$ cat config.mk
export PLATFORM = sky130hd
export DESIGN_NAME = nx_credit_tx
export DESIGN_NICKNAME = d
export VERILOG_FILES = /design/src/rtl/nx_credit_tx.sv
export SDC_FILE = /design/constraint.sdc
export NUM_CORES = 1
export LEC_CHECK = 0
export ABC_AREA = 1
export BUFFER_PORTS_ARGS = -buffer_cell sky130_fd_sc_hd__clkbuf_2
export CORE_ASPECT_RATIO = 1.2
export CORE_UTILIZATION = 42
export CTS_CLUSTER_SIZE = 28
export DETAILED_ROUTE_END_ITERATION = 16
export GPL_TIMING_DRIVEN = 0
export MAX_ROUTING_LAYER = met4
export PLACE_DENSITY = 0.84
export SYNTH_ARGS = -nofsm -noshare
export SYNTH_HDL_FRONTEND = slang
export SYNTH_SLANG_ARGS = --single-unit
$ cat constraint.sdc
create_clock -name clk -period 2.25 [get_ports clk]
set_input_delay 0.45 -clock clk [delete_from_list [all_inputs] [get_ports clk]]
set_output_delay 0.45 -clock clk [all_outputs]
set_load 0.02 [all_outputs]
$ cat src/rtl/nx_credit_tx.sv
`default_nettype none
// ============================================================================
// Module      : nx_credit_tx
// Description : Credit-based transmitter feeding a remote receive FIFO of
//               DEPTH entries. One credit is spent per word written and one
//               is recovered per credit_ret pulse. A flush drains all
//               outstanding credits before reporting quiescence.
//
// Ports       : clk             - sole clock, rising edge
//               rst             - synchronous active-high reset
//               enable          - level, allows leaving IDLE
//               in_valid        - upstream word offered
//               in_data         - upstream payload [DATA_W]
//               in_ready        - upstream word accepted (registered decode)
//               out_valid       - write strobe to the remote FIFO
//               out_data        - payload to the remote FIFO [DATA_W]
//               credit_ret      - pulse, remote FIFO popped one entry
//               flush_req       - pulse, request drain to quiescence
//               flush_done      - pulse, drain complete
//               credits         - current credit count [CW], registered
//               credit_overflow - pulse, credit returned while already full
//
// Revision    : 1.0 - initial release
// ============================================================================
module nx_credit_tx #(
    parameter int DEPTH  = 6,
    parameter int DATA_W = 32,
    parameter int CW     = $clog2(DEPTH + 1)
) (
    input  logic              clk,
    input  logic              rst,
    input  logic              enable,
    input  logic              in_valid,
    input  logic [DATA_W-1:0] in_data,
    output logic              in_ready,
    output logic              out_valid,
    output logic [DATA_W-1:0] out_data,
    input  logic              credit_ret,
    input  logic              flush_req,
    output logic              flush_done,
    output logic [CW-1:0]     credits,
    output logic              credit_overflow
);

    // ------------------------------------------------------------------------
    // Constants
    // ------------------------------------------------------------------------
    localparam logic [1:0] c_ST_IDLE   = 2'd0;
    localparam logic [1:0] c_ST_ACTIVE = 2'd1;
    localparam logic [1:0] c_ST_DRAIN  = 2'd2;

    localparam logic [CW-1:0] c_DEPTH     = CW'(DEPTH);
    localparam logic [CW:0]   c_DEPTH_EXT = (CW + 1)'(DEPTH);

    // ------------------------------------------------------------------------
    // Registered state
    // ------------------------------------------------------------------------
    logic [1:0]        r_state;
    logic [CW-1:0]     r_credits;
    logic              r_out_valid;
    logic [DATA_W-1:0] r_out_data;
    logic              r_flush_done;
    logic              r_credit_overflow;

    // ------------------------------------------------------------------------
    // Combinational signals
    // ------------------------------------------------------------------------
    logic [1:0]    w_state_nxt;
    logic          w_flush_done_nxt;
    logic          w_in_ready;
    logic          w_send;
    logic          w_ret_acc;
    logic          w_ret_ovf;
    logic [CW:0]   w_credits_sum;
    logic [CW-1:0] w_credits_nxt;

    // in_ready depends only on registered state so upstream sees no
    // combinational path from any input.
    assign w_in_ready = (r_state == c_ST_ACTIVE) && (r_credits != '0);
    assign w_send     = in_valid & w_in_ready;

    // A return while already holding every credit cannot be legal; it is
    // dropped and flagged instead of pushing the count past DEPTH.
    assign w_ret_acc  = credit_ret & (r_credits != c_DEPTH);
    assign w_ret_ovf  = credit_ret & (r_credits == c_DEPTH);

    // One spare bit so the add/subtract cannot wrap. A send needs a nonzero
    // count and an accepted return needs a count below DEPTH, so the sum
    // always lands in 0..DEPTH; the clamp only guards that invariant.
    assign w_credits_sum = {1'b0, r_credits}
                         - {{CW{1'b0}}, w_send}
                         + {{CW{1'b0}}, w_ret_acc};
    assign w_credits_nxt = (w_credits_sum > c_DEPTH_EXT) ? c_DEPTH
                                                         : w_credits_sum[CW-1:0];

    // ------------------------------------------------------------------------
    // Next-state logic
    // ------------------------------------------------------------------------
    always_comb begin
        w_state_nxt      = r_state;
        w_flush_done_nxt = 1'b0;
        case (r_state)
            c_ST_IDLE: begin
                // Nothing outstanding to drain: a flush completes at once
                // and takes priority over enable.
                if (flush_req) begin
                    w_flush_done_nxt = 1'b1;
                end else if (enable) begin
                    w_state_nxt = c_ST_ACTIVE;
                end
            end
            c_ST_ACTIVE: begin
                if (flush_req) begin
                    w_state_nxt = c_ST_DRAIN;
                end
            end
            c_ST_DRAIN: begin
                // Leave on the edge that makes the registered count reach
                // DEPTH with no write in flight, so flush_done, the IDLE
                // state and the full credit count all appear together.
                if ((w_credits_nxt == c_DEPTH) && !w_send) begin
                    w_state_nxt      = c_ST_IDLE;
                    w_flush_done_nxt = 1'b1;
                end
            end
            default: begin
                w_state_nxt = c_ST_IDLE;
            end
        endcase
    end

    // ------------------------------------------------------------------------
    // Sequential logic
    // ------------------------------------------------------------------------
    always_ff @(posedge clk) begin
        if (rst) begin
            r_state           <= c_ST_IDLE;
            r_credits         <= c_DEPTH;
            r_out_valid       <= 1'b0;
            r_out_data        <= '0;
            r_flush_done      <= 1'b0;
            r_credit_overflow <= 1'b0;
        end else begin
            r_state           <= w_state_nxt;
            r_credits         <= w_credits_nxt;
            r_out_valid       <= w_send;
            r_flush_done      <= w_flush_done_nxt;
            r_credit_overflow <= w_ret_ovf;
            if (w_send) begin
                r_out_data <= in_data;
            end
        end
    end

    // ------------------------------------------------------------------------
    // Outputs
    // ------------------------------------------------------------------------
    assign in_ready        = w_in_ready;
    assign out_valid       = r_out_valid;
    assign out_data        = r_out_data;
    assign flush_done      = r_flush_done;
    assign credits         = r_credits;
    assign credit_overflow = r_credit_overflow;

    // The credit count can never exceed the remote FIFO depth.
    a_credits_bounded : assert property (
        @(posedge clk) disable iff (rst) (r_credits <= c_DEPTH)
    );

endmodule
`default_nettype wire

=== Word-level counts from Yosys, hierarchy flattened ===
Cells that the tools add are included.

* Add/subtract/negate cells: 2
* Order comparisons: 1
* Equality and inequality tests: 9
* Multiplexer cells: 9
* Bitwise operators: 3
* Reductions and logical operators: 6

{| class="wikitable"
|+ Operator list
! operator !! number
|-
| 2-bit two-way mux || 4
|-
| 2-bit inequality test (second input constant) || 4
|-
| 3-bit == test (second input constant) || 2
|-
| 2-bit one-hot mux with 3 select lines || 1
|-
| 4-bit by 1-bit adder with 4-bit output || 1
|-
| 4-bit by 3-bit greater-than comparator with 1-bit output (second input constant) || 1
|-
| 4-bit AND reduction || 1
|-
| 3-bit by 1-bit subtractor with 4-bit output || 1
|-
| 1-bit bitwise AND || 3
|-
| 3-bit two-way mux || 1
|-
| 3-bit inequality test (second input constant) || 1
|-
| 3-bit nonzero test || 1
|-
| 2-bit by 1-bit == test with 1-bit output (second input constant) || 1
|-
| 2-bit == test (second input constant) || 1
|-
| 1-bit logical AND || 2
|-
| 2-bit zero test || 1
|-
| 1-bit two-way mux || 2
|-
| 1-bit one-hot mux with 2 select lines || 1
|-
| 1-bit zero test || 1
|}

* Register bits after elaboration: 40
* Output and inout bits: 39
* Word-level logic and storage cells: 36

=== Logic depth before layout (Yosys ltp) ===
Gate-level depths: netlist of run 1.

* Depth in word-level cells: 11
* Depth in mapped cells: 19
* Mapped depth without buffers: 18

=== Worst setup path before layout of run 1 ===
Ideal clock, no wire load.

* Path type: register -> register
* Start point: register r_credits[1] (netlist: credits[1])
* End point: register r_state[1]
* Library setup time: 0.144 ns
* Data arrival time: 2.536 ns
* Required time: 2.106 ns
* Setup slack: -0.430 ns
* Cell stages (with the launch flop): 18
* Path buffers: 1
* Period minus slack after synthesis: 2.680 ns
* Path through: dfxtp_1 > inv_1 > nand3_2 > nand3_2 > inv_2 > nand2_4 > clkinv_4 > buf_12 > ha_1 > inv_1 > ha_1 > inv_1 > fa_1 > nand3b_1 > nand3_1 > nand2_1 > nand2_1 > a21oi_1

* Word-level cells in the longest chain between the ends: 11

{| class="wikitable"
|+ RTL lines
! what !! line !! RTL
|-
| start: declaration || 59 || <nowiki>logic [CW-1:0] r_credits;</nowiki>
|-
| start signal: assignment || 138 || <nowiki>r_credits <= c_DEPTH;</nowiki>
|-
| start signal: assignment || 145 || <nowiki>r_credits <= w_credits_nxt;</nowiki>
|-
| 3-bit nonzero test * || 79 || <nowiki>assign w_in_ready = (r_state == c_ST_ACTIVE) && (r_credits != '0);</nowiki>
|-
| 1-bit logical AND * || 79 ||
|-
| named net in_ready || 35 || <nowiki>output logic in_ready,</nowiki>
|-
| 1-bit bitwise AND * || 80 || <nowiki>assign w_send = in_valid & w_in_ready;</nowiki>
|-
| named net w_send || 71 || <nowiki>logic w_send;</nowiki>
|-
| 3-bit by 1-bit subtractor with 4-bit output || 91 || <nowiki>- {{CW{1'b0}}, w_send}</nowiki>
|-
| 4-bit by 1-bit adder with 4-bit output || 92 || <nowiki>+ {{CW{1'b0}}, w_ret_acc};</nowiki>
|-
| 4-bit by 3-bit greater-than comparator with 1-bit output || 93 || <nowiki>assign w_credits_nxt = (w_credits_sum > c_DEPTH_EXT) ? c_DEPTH</nowiki>
|-
| 3-bit two-way mux || 93 ||
|-
| 3-bit == test || 121 || <nowiki>if ((w_credits_nxt == c_DEPTH) && !w_send) begin</nowiki>
|-
| 1-bit logical AND * || 121 ||
|-
| 2-bit inequality test (no line) * || - ||
|-
| 4-bit AND reduction (no line) * || - ||
|-
| end signal: assignment || 137 || <nowiki>r_state <= c_ST_IDLE;</nowiki>
|-
| end signal: assignment || 144 || <nowiki>r_state <= w_state_nxt;</nowiki>
|-
| end: declaration || 58 || <nowiki>logic [1:0] r_state;</nowiki>
|}

Mark *: on every way through the listed nets, which the timed path passes. The rest lies on a longest branch.
A chain may end at the register's enable or synchronous reset.

=== Final worst setup path of run 1 ===
* Start point: register r_credits[0] (netlist: credits[0])
* End point: register r_state[1]

* Word-level cells in the longest chain between the ends: 11

{| class="wikitable"
|+ RTL lines
! what !! line
|-
| 3-bit nonzero test || 79
|-
| 1-bit logical AND || 79
|-
| 1-bit bitwise AND || 80
|-
| 3-bit by 1-bit subtractor with 4-bit output || 91
|-
| 4-bit by 1-bit adder with 4-bit output || 92
|-
| 4-bit by 3-bit greater-than comparator with 1-bit output || 93
|-
| 3-bit two-way mux || 93
|-
| 3-bit == test || 121
|-
| 1-bit logical AND * || 121
|-
| 2-bit inequality test (no line) * || -
|-
| 4-bit AND reduction (no line) * || -
|}

Mark *: on every way between the ends. The rest lies on a longest branch, timed or not.

==> metrics, run 1 <==
slowest cell on the critical path fa_1; Startpoint Class register; Most used DFF post-synth dfxtp_1; CTS root buffer clkbuf_8; core area 4004 sq um; Vias 1616; final std cells w/o fill 348; placed cell count between 300 and 400; Fin. Hold Viols 0; area post-placement 2271 sq um; clock buffer depth 2; CTS tree yes; CP peak stage delay 0.43 ns; worst hold path class input pin to register; CTS H-Tree Depth 2; post-synthesis area per instance 8.789 sq um; Clk network pwr share 0.315; number of max-cap violations 0; multi-input logic area between 800 and 900 sq um; total CTS buffers 5; Worst Hold Slack 0.3920 ns; sw power 401.8 uW; count of final setup violators 0; Syn Inst Count 203; Final Cell Area 2435 sq um; pin count of the biggest net entering global routing 15; EDFF count, synth 0; DR DRC count 0; Arr. time, crit path 2.38 ns; Yosys cell types 20; max-slew violations 0; Syn. warnings 0; Design Power 1.502 mW; Max Clock Skew 0.004513 ns; Top Family by Delay on Critical Path adder cells; fraction of registers with async set/reset 0; worst skew pair latency 0.28 ns; Yosys reg bits 40; die area 4514 sq um; worst-path fanout max 3; sw frac 0.2675; Reg power frac 0.497; PD cells about 620 nW/um^2; end-of-flow core utilization 0.6081; first-pass GRT wire length 5.513 mm; CP dominant cell by count nand3_2; Die Y ~73 um; initial antenna violation count 0; Setup Slack @ Placement -0.2746 ns; Crit. End Element register; Die W 61.50 um; GRT Util Overall 0.1687; Internal 1.101 mW; static leakage around 1.1 nW; post-DR wirelength/cell 11.06 um; Synth Cell Area 1784 sq um; relative slew slack 0.5553; Tightest Pin Transition 0.6670 ns; Hold-fix buffers, CTS 0; fillers roughly 380; CP bufs+invs 5; DP HPWL about 2.7 mm; combinational share of power 0.188; largest vdd supply drop 0.3228 mV; gp weighted congestion 0.7323; Tcrit/Tclk final 0.9959; I/O pin total 77; Seq/Total Area, Yosys 0.4488; status complete, no violations; grt total ovfl 0; Final min period 2.241 ns; fraction of layout cells with a size suffix above 1 0.5850; final WL 3.850 mm; commonest non-fill, non-tap cell in the layout clkbuf_2; Vias/cell ~4.6; Final nets 336; diodes inserted 0; IO Port Bufs 75; sequential cell area 812.0 sq um; vias in the first global route 1326; post-layout worst setup margin 0.009180 ns; Starting Density 0.4456; Clock Sinks 40; area delta synth->final 36.47%; most frequent cells in the layout 75 x clkbuf_2, 49 x nand2_1, 37 x dfxtp_1, 30 x nand2_2, 29 x a21oi_2; CTS clock-pin slew for the worst setup and hold paths 0.07 ns; RSZ-0062 raised after global routing true; setup TNS 0 ns; fmax between 400 and 500 MHz; site row count 25; post-route ant nets 0; DR pass1 iterations 4; Syn Nets about 250; Worst EP required between 2 and 2.5 ns; kind of critical path register to register; Iter 0 DRT Violations 73; CP Cell Sequence inv_2 > nand3_2 > nand3_2 > inv_4 > nand2_8 > clkinv_8 > ha_4 > inv_4 > ha_4 > inv_2 > fa_1 > nand3b_1 > nand3_2 > nand2_1 > nand2_1 > a21oi_1
[final timing paths]
kind           startpoint      endpoint  slack (ns)  cells past startpoint
max            credits[0]    r_state[1]       0.009                     16
min           in_data[20]  out_data[20]        0.39                      3
max reg2reg    credits[0]    r_state[1]       0.009                     16
min reg2reg  out_data[20]  out_data[20]        0.48                      2
[worst reg2reg max path, stage by stage (launching register included)]
cell	delay, ns
dfxtp_4	0.36
inv_2	0.06
nand3_2	0.07
nand3_2	0.08
inv_4	0.05
nand2_8	0.07
clkinv_8	0.05
ha_4	0.27
inv_4	0.03
ha_4	0.15
inv_2	0.05
fa_1	0.43
nand3b_1	0.19
nand3_2	0.09
nand2_1	0.05
nand2_1	0.05
a21oi_1	0.05
[cell type report]
class                   instances  share of cell area
plain buffers                   9             0.02929
repair buffers                 84              0.1819
clock buffers                   8             0.03700
well taps                      54             0.02775
flip-flops and latches         40              0.3335
multi-input cells             139              0.3597
inverters                      14             0.03083
[layer usage]
layer | vias up | routed length (um) | track usage
met4 | 0 | 50 | 0.05185
met2 | 59 | 1902 | 0.2760
li1 | 821 | - | -
met1 | 731 | 1676 | 0.1996
met5 | - | 0 | -
met3 | 5 | 221 | 0.04401
[kinds of logic after synthesis]
| kind of cell | synth area share |
|---|---|
| compound gates | 0.1634 |
| fa+ha+maj | 0.03927 |
| buf+inv | 0.08345 |
| flops | 0.4488 |
| simple gates | 0.2651 |
[sequential cells by signal (all words and copies together) (netlist names)]
signal           cells
out_valid            1
r_state              2
credit_overflow      1
flush_done           1
credits              3
out_data            32
[cells in the mapped netlist (2+ instances only)]
master,n,share of area
nand2_1,50,0.11
ha_1,4,0.028
buf_12,3,0.034
a21oi_1,6,0.017
a21oi_2,29,0.14
inv_1,11,0.023
inv_2,2,0.0042
nor2_1,8,0.017
buf_2,4,0.011
clkbuf_1,2,0.0042
nand3_1,7,0.020
dfxtp_1,40,0.45
nand2_2,29,0.10
nand3_2,2,0.011
[power groups by stage]
stage | clock (mW) | sequential (mW) | combinational, mW
floorplan | 0 | 0.790 | 0.140
global placement | 0 | 0.763 | 0.246
detailed placement | 0 | 0.764 | 0.251
CTS | 0.499 | 0.745 | 0.271
global route | 0.526 | 0.749 | 0.312
finish | 0.473 | 0.747 | 0.283
[repair_timing]
action / 4_1_cts / 5_1_grt
resized for setup: 2 / 5
buffers inserted: 5 / 4
pin swaps: 2 / 3
cloned: 0 / 0
endpoints found under the setup margin: 4 / 3
No activity file was read; power rests on OpenSTA's default activity.
==> run 2, diff against run 1 <==
--- a/config.mk
+++ b/config.mk
@@ -8,12 +8,13 @@
 export ABC_AREA = 1
 export BUFFER_PORTS_ARGS = -buffer_cell sky130_fd_sc_hd__clkbuf_2
 export CORE_ASPECT_RATIO = 1.2
-export CORE_UTILIZATION = 42
+export CORE_UTILIZATION = 40
 export CTS_CLUSTER_SIZE = 28
 export DETAILED_ROUTE_END_ITERATION = 16
 export GPL_TIMING_DRIVEN = 0
 export MAX_ROUTING_LAYER = met4
-export PLACE_DENSITY = 0.84
+export PLACE_DENSITY = 0.81
 export SYNTH_ARGS = -nofsm -noshare
 export SYNTH_HDL_FRONTEND = slang
 export SYNTH_SLANG_ARGS = --single-unit
+export TNS_END_PERCENT = 5
==> run 2 against run 1 <==
  * The flow now finishes with violations (setup timing)
  * Flip-flop and latch count did not move
  * Register-to-register slack about the same
  * Global-route usage grew 0.70 points
  * Clock skew is essentially flat
  * Clock power is 25% higher
  * Setup slack worse by 0.015 ns
  * Utilization decreased by 2.1 points
  * Combinational power about the same
  * Hold slack worse by 0.011 ns
  * Largest cell class unchanged
  * Largest power group unchanged
  * Highest routed layer unchanged
==> metrics, run 2 (same netlist as run 1, synthesis figures left out) <==
grt total ovfl 0; post-route ant nets 0; Final min period 2.256 ns; hold path start in_data[31]; diodes inserted 0; GRT Util Overall 0.1757; worst-path fanout max 3; final WL 3.906 mm; Die Y approximately 75 um; Hold Crit Depth 3; most frequent cells in the layout 75 x clkbuf_2, 49 x nand2_1, 37 x dfxtp_1, 30 x nand2_2, 30 x a21oi_2; CTS H-Tree Depth 2; Vias/cell approximately 4.5; Iter 0 DRT Violations 57; Starting Density 0.4187; post-DR wirelength/cell 11.07 um; fraction of layout cells with a size suffix above 1 0.5960; vias in the first global route 1418; relative slew slack 0.5488; CTS clock-pin slew for the worst setup and hold paths 0.08 ns; slowest cell on the critical path fa_1; met3 Use GR 0.04545; Worst R2R End r_state[1]; worst skew pair latency between 0.2 and 0.3 ns; post-layout worst setup margin -0.005729 ns; RSZ-0062 raised after global routing true; status finished with violations; setup TNS -0.005729 ns; Clock Sinks 40; area delta synth->final 40.25%; internal reg-to-reg setup slack -0.006 ns; IO Port Bufs 75; DP HPWL 2.743 mm; DR pass1 iterations 4; largest vdd supply drop about 0.43 mV; Die W ~63 um; met2 Use GR 0.2975; WHS Endpoint out_data[31]; max-slew violations 0; Arr. time, crit path 2.40 ns; CTS root buffer clkbuf_8; number of flip-flops in the largest register 32; pin count of the biggest net entering global routing 13; end-of-flow core utilization 0.5872; die area 4733 sq um; I/O pin total 77; DR DRC count 0; commonest non-fill, non-tap cell in the layout clkbuf_2; core area roughly 4300 sq um; met1 Usage GRT 0.2044; Max Clock Skew 0.004827 ns; PD cells 648.0 nW/um^2; r2r startpoint credits[0]; failing checks setup timing; Worst Hold Slack 0.3809 ns; Worst EP required 2.40 ns; CP peak stage delay approximately 0.43 ns; Design Power 1.621 mW; R2R depth 16; CP Cell Sequence inv_4 > nand3_4 > nand3_2 > inv_4 > nand2_8 > clkinv_8 > ha_4 > inv_2 > ha_4 > inv_2 > fa_1 > nand3b_1 > nand3_2 > nand2_1 > nand2_1 > a21oi_2; Tcrit/Tclk final 1.003; Hold-fix buffers, CTS 0; worst hold path class input pin to register; most crowded layer after global routing met2; Vias 1600; kind of critical path register to register; site row count 26; CP bufs+invs 5; CTS tree yes; number of max-cap violations 0; initial antenna violation count 0; gp weighted congestion 0.7259; Fin. Hold Viols 0; clock buffer depth 2; static leakage between 1 and 1.5 nW; first-pass GRT wire length 6.161 mm; fillers approximately 390; Final nets 339; Crit. End Element register; Top Family by Delay on Critical Path adder cells; Tightest Pin Transition about 0.68 ns; Startpoint Class register; count of final setup violators 1; fmax 443.3 MHz; total CTS buffers 5
## run 2: worst register-to-register path, stage by stage, from the launching register on
cell and delay (ns):
dfxtp_4 0.35, inv_4 0.06, nand3_4 0.08, nand3_2 0.08
inv_4 0.05, nand2_8 0.07, clkinv_8 0.05, ha_4 0.25
inv_2 0.04, ha_4 0.16, inv_2 0.05, fa_1 0.43
nand3b_1 0.19, nand3_2 0.08, nand2_1 0.05, nand2_1 0.07
a21oi_2 0.05
## run 2: layer usage
metal	routed length, um	up-vias
met5	0	-
met4	13	0
met3	222	2
met2	1904	57
met1	1765	709
li1	-	832
## run 2: cell type report
type / count / area (sq um) / share of cell area
tap: 56 / 70.07 / 0.02800
clock buffer: 8 / 121.4 / 0.04850
inverter: 14 / 75.07 / 0.03000
buffer: 9 / 71.32 / 0.02850
multi-input combinational: 139 / 887.1 / 0.3545
sequential: 40 / 812.0 / 0.3245
timing repair buffer: 87 / 465.4 / 0.1860
## run 2: what timing repair did
| item | in CTS | in global routing |
|---|---|---|
| endpoints found under the setup margin | 4 | 3 |
| resized for setup | 3 | 5 |
| buffers inserted | 6 | 6 |
| pin swaps | 2 | 6 |
## run 2: power by group
part           internal [mW]  switching (mW)
Clock                  0.347           0.244
Combinational          0.121           0.164
Sequential             0.731          0.0146
Total                   1.20           0.423
## run 2: worst max-delay path by stage
stage                     cells after the start        from          to  slack (ns)
after global routing                         15  r_state[1]  r_state[1]       -0.15
after global placement                       17  credits[2]  r_state[1]       -0.27
after CTS                                    16  credits[2]  r_state[1]        0.02
after floorplan                              17  credits[1]  r_state[1]       -0.16
final                                        16  credits[0]  r_state[1]      -0.006
after detailed placement                     17  credits[1]  r_state[1]       -0.27
## run 2: stage by stage
step | setup WS, ns | instances | area (sq um)
2_1_floorplan | -0.1560 | 203 | 1828
3_3_place_gp | -0.2656 | 334 | 2273
3_5_place_dp | -0.2713 | 334 | 2273
4_1_cts | 0.01978 | 347 | 2439
5_1_grt | -0.1457 | 353 | 2502
6_report | -0.005729 | 353 | 2502
==> run 3, diff against run 2 <==
--- a/config.mk
+++ b/config.mk
@@ -14,6 +14,7 @@
 export GPL_TIMING_DRIVEN = 0
 export MAX_ROUTING_LAYER = met4
 export PLACE_DENSITY = 0.81
+export REMOVE_ABC_BUFFERS = 1
 export SYNTH_ARGS = -nofsm -noshare
 export SYNTH_HDL_FRONTEND = slang
 export SYNTH_SLANG_ARGS = --single-unit
==> run 3 against run 2 <==
  * The flow still finishes with violations (setup timing)
  * First-iteration DRC count is 81% higher
  * Clock-buffer cell count is 1 lower
  * Via count is 0.50% lower
  * Critical path depth stayed put
  * Critical path type unchanged
  * Critical endpoint unchanged
==> metrics, run 3 (same netlist as run 1, synthesis figures left out) <==
CTS root buffer clkbuf_8; Hold-fix buffers, CTS 0; Die Y roughly 75 um; Worst R2R End r_state[1]; post-layout worst setup margin -0.08525 ns; Setup Slack @ Placement -0.9861 ns; PD cells 678.3 nW/um^2; Crit. End Element register; Hold Crit Depth 3; WHS Endpoint out_data[0]; DR pass1 iterations 6; worst skew pair latency 0.28 ns; Max Clock Skew 0.003921 ns; first-pass GRT wire length ~6.6 mm; relative slew slack 0.2695; CTS clock-pin slew for the worst setup and hold paths 0.08 ns; Tightest Pin Transition between 1 and 1.5 ns; hold path start in_data[0]; Die W around 63 um; Vias 1592; end-of-flow core utilization 0.5740; core area approximately 4300 sq um; Clock Sinks 40; sw power 422.4 uW; Clk network pwr share 0.378; Startpoint Class register; Iter 0 DRT Violations between 100 and 150; Arr. time, crit path 2.45 ns; sw frac 0.2546; RSZ-0062 raised after global routing true; Final nets 331; post-DR wirelength/cell 12.28 um; diodes inserted 0; Reg power frac 0.449; status finished with violations; final WL 4.235 mm; fmax 428.2 MHz; failing checks setup timing; most frequent cells in the layout 76 x clkbuf_2, 50 x nand2_1, 37 x dfxtp_1, 29 x nand2_2, 29 x a21oi_2; site row count 26; kind of critical path register to register; area delta synth->final 37.10%; area post-placement 2143 sq um; DP HPWL 2.353 mm; max-slew violations 0; static leakage roughly 1.1 nW; fraction of layout cells with a size suffix above 1 0.5917; clock buffer depth 2; post-route ant nets 0; initial antenna violation count 0; Fin. Hold Viols 0; count of final setup violators 3; die area 4733 sq um; largest vdd supply drop 0.3236 mV; Vias/cell 4.614; I/O pin total 77; DR DRC count 0; placed cell count 325; pin count of the biggest net entering global routing 39; combinational share of power 0.172; CTS H-Tree Depth 2; r2r startpoint credits[2]; CTS tree yes; number of max-cap violations 0; GRT Util Overall 0.1912; IO Port Bufs 76; Final min period 2.335 ns; internal reg-to-reg setup slack -0.09 ns; R2R depth 16; Internal ~1.2 mW; grt total ovfl 0; worst hold path class input pin to register; Tcrit/Tclk final 1.038; Final Cell Area 2446 sq um; final std cells w/o fill 345; commonest non-fill, non-tap cell in the layout clkbuf_2; gp weighted congestion 0.7236; Worst EP required 2.37 ns; vias in the first global route between 1k and 1.5k; worst-path fanout max 3; Starting Density 0.4187; total CTS buffers 5; number of flip-flops in the largest register 32
run 3: power by group through the flow:
stage	combinational, mW	sequential (mW)	clock (mW)
finish	0.286	0.746	0.627
global route	0.312	0.748	0.684
CTS	0.274	0.745	0.651
detailed placement	0.229	0.763	0
global placement	0.226	0.763	0
floorplan	0.108	0.789	0
run 3: layout make-up:
class | instances | area [sq um]
clock buffers | 7 | 96.34
clock inverters | 1 | 30.03
fillers | 392 | 1815
inverters | 14 | 83.83
multi-input cells | 140 | 887.1
flip-flops and latches | 40 | 807.0
well taps | 56 | 70.07
repair buffers | 86 | 455.4
repair inverters | 1 | 16.27
run 3: per-stage QoR:
| step | power, mW | hold WS [ns] | TNS (ns) |
|---|---|---|---|
| 2_1_floorplan | 0.8970 | 0.4781 | -2.371 |
| 3_3_place_gp | 0.9895 | 0.4538 | -3.635 |
| 3_5_place_dp | 0.9921 | 0.4576 | -3.890 |
| 4_1_cts | 1.670 | 0.3752 | -0.05172 |
| 5_1_grt | 1.744 | 0.3780 | -0.4774 |
| 6_report | 1.659 | 0.3864 | -0.1576 |
run 3: critical path: stages (launching register included):
cell       delay, ns
dfxtp_2         0.33
inv_2           0.07
nand3_2         0.08
nand3_2         0.08
inv_4           0.05
nand2_8         0.10
clkinv_16       0.06
ha_4            0.25
inv_2           0.04
ha_4            0.15
inv_2           0.06
fa_2            0.45
nand3b_1        0.18
nand3_2         0.09
nand2_1         0.06
nand2_1         0.06
a21oi_1         0.05
run 3: what timing repair did:
action,4_1_cts,5_1_grt
setup endpoints to repair,5,3
pin swaps,3,1
gates resized for setup,16,2
setup buffers,9,1
cloned,2,0
run 3: how the worst max path moves through the flow:
| stage | start | cells after the start | to |
|---|---|---|---|
| after floorplan | credits[1] | 16 | r_state[1] |
| after global placement | credits[1] | 16 | r_state[1] |
| after detailed placement | credits[1] | 16 | r_state[1] |
| after CTS | credits[1] | 16 | r_state[1] |
| after global routing | credits[1] | 16 | r_state[1] |
| final | credits[2] | 16 | r_state[1] |
run 3: metal layers:
| layer | GRT usage | up-vias | wire length [um] | share of wire |
|---|---|---|---|---|
| li1 | - | 811 | - | - |
| met1 | 0.2163 | 714 | 1838 | 0.43 |
| met2 | 0.3226 | 63 | 2101 | 0.50 |
| met3 | 0.03333 | 4 | 231 | 0.055 |
| met4 | 0.1059 | 0 | 64 | 0.015 |
| met5 | - | - | 0 | 0 |
